`config.mk`:
```
export PLATFORM = sky130hd
export DESIGN_NAME = mfp_sevenseg_scan_ctrl
export DESIGN_NICKNAME = d
export VERILOG_FILES = /design/src/rtl/mfp_sevenseg_scan_ctrl.sv
export SDC_FILE = /design/constraint.sdc
export NUM_CORES = 1
export LEC_CHECK = 0
export BUFFER_PORTS_ARGS = -buffer_cell sky130_fd_sc_hd__buf_2
export CORE_MARGIN = 4
export CORE_UTILIZATION = 23
export CTS_BUF_LIST = sky130_fd_sc_hd__clkbuf_4
export DETAILED_ROUTE_END_ITERATION = 16
export PLACE_DENSITY = 0.36
export SLEW_MARGIN = 5
export SYNTH_ARGS = -nofsm -noshare
export SYNTH_HDL_FRONTEND = slang
export SYNTH_SLANG_ARGS = --single-unit
```
`constraint.sdc`:
```
create_clock -name HCLK -period 5.7 [get_ports HCLK]
set_clock_uncertainty 0.1 [all_clocks]
set_input_delay 0.285 -clock HCLK [delete_from_list [all_inputs] [get_ports HCLK]]
set_output_delay 0.285 -clock HCLK [all_outputs]
set_load 0.01 [all_outputs]
```
`src/rtl/mfp_sevenseg_scan_ctrl.sv`:
```
// Eight-digit multiplexed seven-segment scanner with staged, frame-synchronous display updates.
// Each digit slot is a blanking phase followed by a drive phase; all outputs are registered.
module mfp_sevenseg_scan_ctrl #(
   parameter int SLOT_CYCLES  = 100000,
   parameter int BLANK_CYCLES = 1000
) (
   input  logic        HCLK,
   input  logic        HRESET,
   input  logic        upd,
   input  logic [31:0] hex,
   input  logic [7:0]  en,
   input  logic [7:0]  dp,
   output logic [7:0]  DISPENOUT,
   output logic [7:0]  DISPOUT,
   output logic        pending,
   output logic        frame_done
);

   localparam int CNT_W = (SLOT_CYCLES > 1) ? $clog2(SLOT_CYCLES) : 1;
   localparam logic [CNT_W-1:0] SLOT_LAST  = CNT_W'(SLOT_CYCLES - 1);
   localparam logic [CNT_W-1:0] BLANK_LAST = CNT_W'(BLANK_CYCLES - 1);
   localparam logic [2:0]       LAST_DIGIT = 3'd7;

   typedef enum logic {
      ST_BLANK,
      ST_DRIVE
   } scan_state_t;

   typedef struct packed {
      logic [31:0] hex;
      logic [7:0]  en;
      logic [7:0]  dp;
   } disp_set_t;

   scan_state_t      state_q, state_d;
   logic [CNT_W-1:0] cnt_q, cnt_d;
   logic [2:0]       idx_q, idx_d;
   logic             run_q;
   logic             boundary;
   logic             frame_done_d;

   disp_set_t        in_set;
   disp_set_t        staging_q;
   disp_set_t        active_q;

   logic [3:0]       digit_hex;
   logic [7:0]       dispen_d;
   logic [7:0]       disp_d;

   // Active-low CA..CG pattern for one hex digit.
   function automatic logic [6:0] seg_decode(input logic [3:0] v);
      logic [6:0] s;
      s = 7'b1111111;
      case (v)
         4'h0: s = 7'b0000001;
         4'h1: s = 7'b1001111;
         4'h2: s = 7'b0010010;
         4'h3: s = 7'b0000110;
         4'h4: s = 7'b1001100;
         4'h5: s = 7'b0100100;
         4'h6: s = 7'b0100000;
         4'h7: s = 7'b0001111;
         4'h8: s = 7'b0000000;
         4'h9: s = 7'b0000100;
         4'hA: s = 7'b0001000;
         4'hB: s = 7'b1100000;
         4'hC: s = 7'b0110001;
         4'hD: s = 7'b1000010;
         4'hE: s = 7'b0110000;
         4'hF: s = 7'b0111000;
      endcase
      return s;
   endfunction

   assign in_set   = '{hex: hex, en: en, dp: dp};
   assign boundary = run_q && (state_q == ST_DRIVE) && (cnt_q == SLOT_LAST) && (idx_q == LAST_DIGIT);

   // Slot sequencing: BLANK for counts 0..BLANK_LAST, DRIVE up to SLOT_LAST, then next digit.
   always_comb begin
      // NOTE: every always_comb output gets a default first so no path can infer a latch.
      state_d = state_q;
      cnt_d   = cnt_q;
      idx_d   = idx_q;
      if (run_q) begin
         unique case (state_q)
            ST_BLANK: begin
               cnt_d = cnt_q + 1'b1;
               if (cnt_q == BLANK_LAST) state_d = ST_DRIVE;
            end
            ST_DRIVE: begin
               if (cnt_q == SLOT_LAST) begin
                  cnt_d   = '0;
                  state_d = ST_BLANK;
                  idx_d   = idx_q + 3'd1;
               end else begin
                  cnt_d = cnt_q + 1'b1;
               end
            end
         endcase
      end
      // Registered look-ahead so frame_done is high during the boundary cycle itself.
      frame_done_d = (state_d == ST_DRIVE) && (cnt_d == SLOT_LAST) && (idx_d == LAST_DIGIT);
   end

   always_comb begin
      digit_hex = active_q.hex[{idx_q, 2'b00} +: 4];
      dispen_d  = 8'hFF;
      disp_d    = 8'hFF;
      if ((state_q == ST_DRIVE) && active_q.en[idx_q]) begin
         dispen_d[idx_q] = 1'b0;
         disp_d          = {~active_q.dp[idx_q], seg_decode(digit_hex)};
      end
   end

   // run_q holds the scan at slot start until the first clock edge after reset release.
   always_ff @(posedge HCLK or posedge HRESET) begin
      // NOTE: sequential state uses non-blocking assignments so all registers update together.
      if (HRESET) begin
         run_q      <= 1'b0;
         state_q    <= ST_BLANK;
         cnt_q      <= '0;
         idx_q      <= '0;
         frame_done <= 1'b0;
      end else begin
         run_q      <= 1'b1;
         state_q    <= state_d;
         cnt_q      <= cnt_d;
         idx_q      <= idx_d;
         frame_done <= frame_done_d;
      end
   end

   always_ff @(posedge HCLK or posedge HRESET) begin
      if (HRESET) begin
         staging_q <= '0;
         active_q  <= '0;
         pending   <= 1'b0;
      end else begin
         if (upd) staging_q <= in_set;
         if (boundary) begin
            active_q <= upd ? in_set : staging_q;
            pending  <= 1'b0;
         end else if (upd) begin
            pending <= 1'b1;
         end
      end
   end

   always_ff @(posedge HCLK or posedge HRESET) begin
      if (HRESET) begin
         DISPENOUT <= 8'hFF;
         DISPOUT   <= 8'hFF;
      end else begin
         DISPENOUT <= dispen_d;
         DISPOUT   <= disp_d;
      end
   end

endmodule

```
==> impl_metrics.toml <==
[cells_and_area]
num-nets-final = 631
fin_util = 0.286
drive_gt1_frac = 0.390
fill_cells = 2725
syn_to_final_growth_pct = 22.8

[timing]
fin_crit_ns = 3.38
hold_viol_final = 0
worst_slew_pin_slew_ns = 1.14
relSlewSlack = 0.242
period_share = 0.594
holdWs_ns = 0.300
finalSetupViolCount = 0
finalMaxSlewViolations = 0
rsz0062_at_grt = "no"
fmax_mhz = 295
tns_ns = 0
setup_slack_ns = 2.32

[setup_path]
critical_path.startpoint_type = "flip-flop"
cp_max_fo = 13
critPathCaptureType = "flip-flop"
crit_type = "reg -> reg"
arrival_ns = 3.76
crit_required_ns = 6.07

[clocking]
cts_made_buffers = 17
cts_resized = 0
postCtsSetupRepairBufs = 0
cts_sinks = 136
h-tree-depth = 4
cts_hold_buf = 49
cts_tree = "built"
root_buffer = "clkbuf_4"
cts.reportedPaths.clkPinSlew_ns = 0.12
clk_latency_ns = 0.55
cts_buffer_depth = 2

[floorplanning]
rows = 59
fp.dieH_um = 170
ios = 69
initial_core_util = 0.233
die_width_um = 170
core-area_mm2 = 0.0260
die-area_mm2 = 0.0290

[logic_synthesis]
synth_common_cells = "120 x dfrtp_1, 89 x mux2_2, 26 x nor2_1, 24 x nand2_1, 16 x dfstp_2"
yosys.cell_count.top_type = "dfrtp_1"
ys.flop_type = "dfrtp_1"
synth_seq_cells = 136
synth.avg_cell_area_um2 = 13.3
syn_nets = 517
ys_types = 58
netlist.area_leader.share = 0.495
synth_area_leader_cell = "dfrtp_1"
synth-edff-count = 0
synthTopCellsByArea = "dfrtp_1 50%, mux2_2 17%, dfstp_2 6.9%"
syn_inst = 457
yosysWarnings = 0
synth_area_mm2 = 0.00606
async_flop_share = 1.00
ys_seq_area_frac = 0.564

[routing]
firstDrtPassIters = 4
drt_wl_total_mm = 14.5
routedWlPerCell_um = 15.8
via_count = 3906
postRouteAntennaNets = 0
viasPerCell = 4.25
first_iter_violations = 117
drcViolationCount = 0

[global_route]
met2_usage = 0.165
grtUsageMet3 = 0.0251
first_global_vias = 4130
gr-usage-all-layers = 0.105
globalRouteMet1Util = 0.141
grt_pass1_wl_mm = 23.4
grt_overflow = 0
antenna_found_initial = 1
grt_start_max_net_pins = 74
gr-max-usage-layer = "met2"

[placed_design]
post-dp-hpwl_mm = 9.98
io_buffer_count = 68
place_congestion = 0.827
preCtsSetupSlack_ns = 2.33

[power]
power.density_mw_per_mm2 = 254
p_comb_frac = 0.109
p_sw_frac = 0.272
pwr-share-seq = 0.563
power.switching_mw = 0.514
irDropWorstVdd_v = 0.0000827
p_clk_frac = 0.328
cellLeakagePower_nw = 3.27
intPower_mw = 1.38

[run_status]
status = "completed"

[hold_path]
hp-class = "in -> async"

[job]
maxCapViolations = 0
-- worst max-delay path: stages, from the launching register on --
cell,delay (ns)
dfrtp_1,0.59
clkinv_1,0.38
a311o_1,0.42
a211oi_1,0.78
inv_1,0.16
ha_1,0.27
and3_1,0.15
o21bai_1,0.15
a211o_1,0.30
-- final timing paths --
kind	startpoint	to	slack [ns]	cells past startpoint
max	idx_q[0]	DISPOUT[1]	2.32	8
min	HRESET	cnt_q[15]	0.30	3
max reg2reg	idx_q[0]	DISPOUT[1]	2.32	8
min reg2reg	staging_q[39]	staging_q[39]	0.41	1
max in group asynchronous	HRESET	active_q[3]	3.91	4
min in group HCLK	staging_q[39]	staging_q[39]	0.41	1
-- sequential cells by signal, indices dropped and copies added, names as in the netlist --
signal      count
active_q       48
staging_q      48
cnt_q          17
DISPENOUT       8
DISPOUT         8
idx_q           3
frame_done      1
pending         1
run_q           1
state_q         1
-- layer usage --
layer	wire [µm]	vias up
met3	434	19
met2	6880	70
met5	0	-
li1	-	1870
met4	292	0
met1	6910	1947
-- layout make-up --
| type | count | area, µm² | share of cell area |
|---|---|---|---|
| flip-flops and latches | 136 | 3420 | 0.460 |
| multi-input cells | 288 | 2450 | 0.330 |
| repair buffers | 119 | 846 | 0.114 |
| well taps | 335 | 419 | 0.0563 |
| clock inverters | 13 | 131 | 0.0176 |
| clock buffers | 17 | 128 | 0.0171 |
| inverters | 9 | 38.8 | 0.00521 |
| diodes | 2 | 5.00 | 0.000672 |
-- cells by family after synthesis --
kind of cell | after synthesis | share of synthesized area
fa+ha+maj | 9 | 0.0186
mux | 114 | 0.224
other cells | 1 | 0.000618
xor+xnor | 14 | 0.0202
simple gates | 110 | 0.0931
flops | 136 | 0.564
buf+inv | 33 | 0.0309
compound gates | 40 | 0.0479
-- through the flow --
stage          cell area (µm²)  instances  power, mW
2_1_floorplan             6060        457       1.20
3_3_place_gp              6690        838       1.26
3_5_place_dp              6690        838       1.27
4_1_cts                   7440        917       1.93
5_1_grt                   7440        919       2.00
6_report                  7440        919       1.89
-- cells in the final DEF (no fill, tap or decap), drive strengths merged, types with 3 or more instances in the layout --
cell type,netlist,final
a211oi,3,3
a22oi,3,3
nand3,11,11
o21ai,7,7
clkinv,1,8
nand3b,5,5
a31oi,5,5
and2,4,4
and3,3,3
mux2,98,98
nor4,6,6
ha,9,9
nand2,24,24
xnor2,8,8
or2,3,3
dlygate4sd3,0,49
dfrtp,120,120
mux4,5,5
nand4,5,5
mux2i,11,11
or4,3,3
inv,8,10
dfstp,16,16
clkbuf,6,17
xor2,6,6
buf,18,70
nor3,8,8
a21oi,4,4
nor2,27,27
-- power groups by stage --
stage / Sequential [mW] / Combinational, mW / Clock, mW
after floorplan: 1.06 / 0.148 / 0
after global placement: 1.08 / 0.180 / 0
after detailed placement: 1.09 / 0.185 / 0
after CTS: 1.07 / 0.213 / 0.655
after global routing: 1.07 / 0.232 / 0.694
final: 1.07 / 0.206 / 0.621
(Power assumes the default switching activity.)
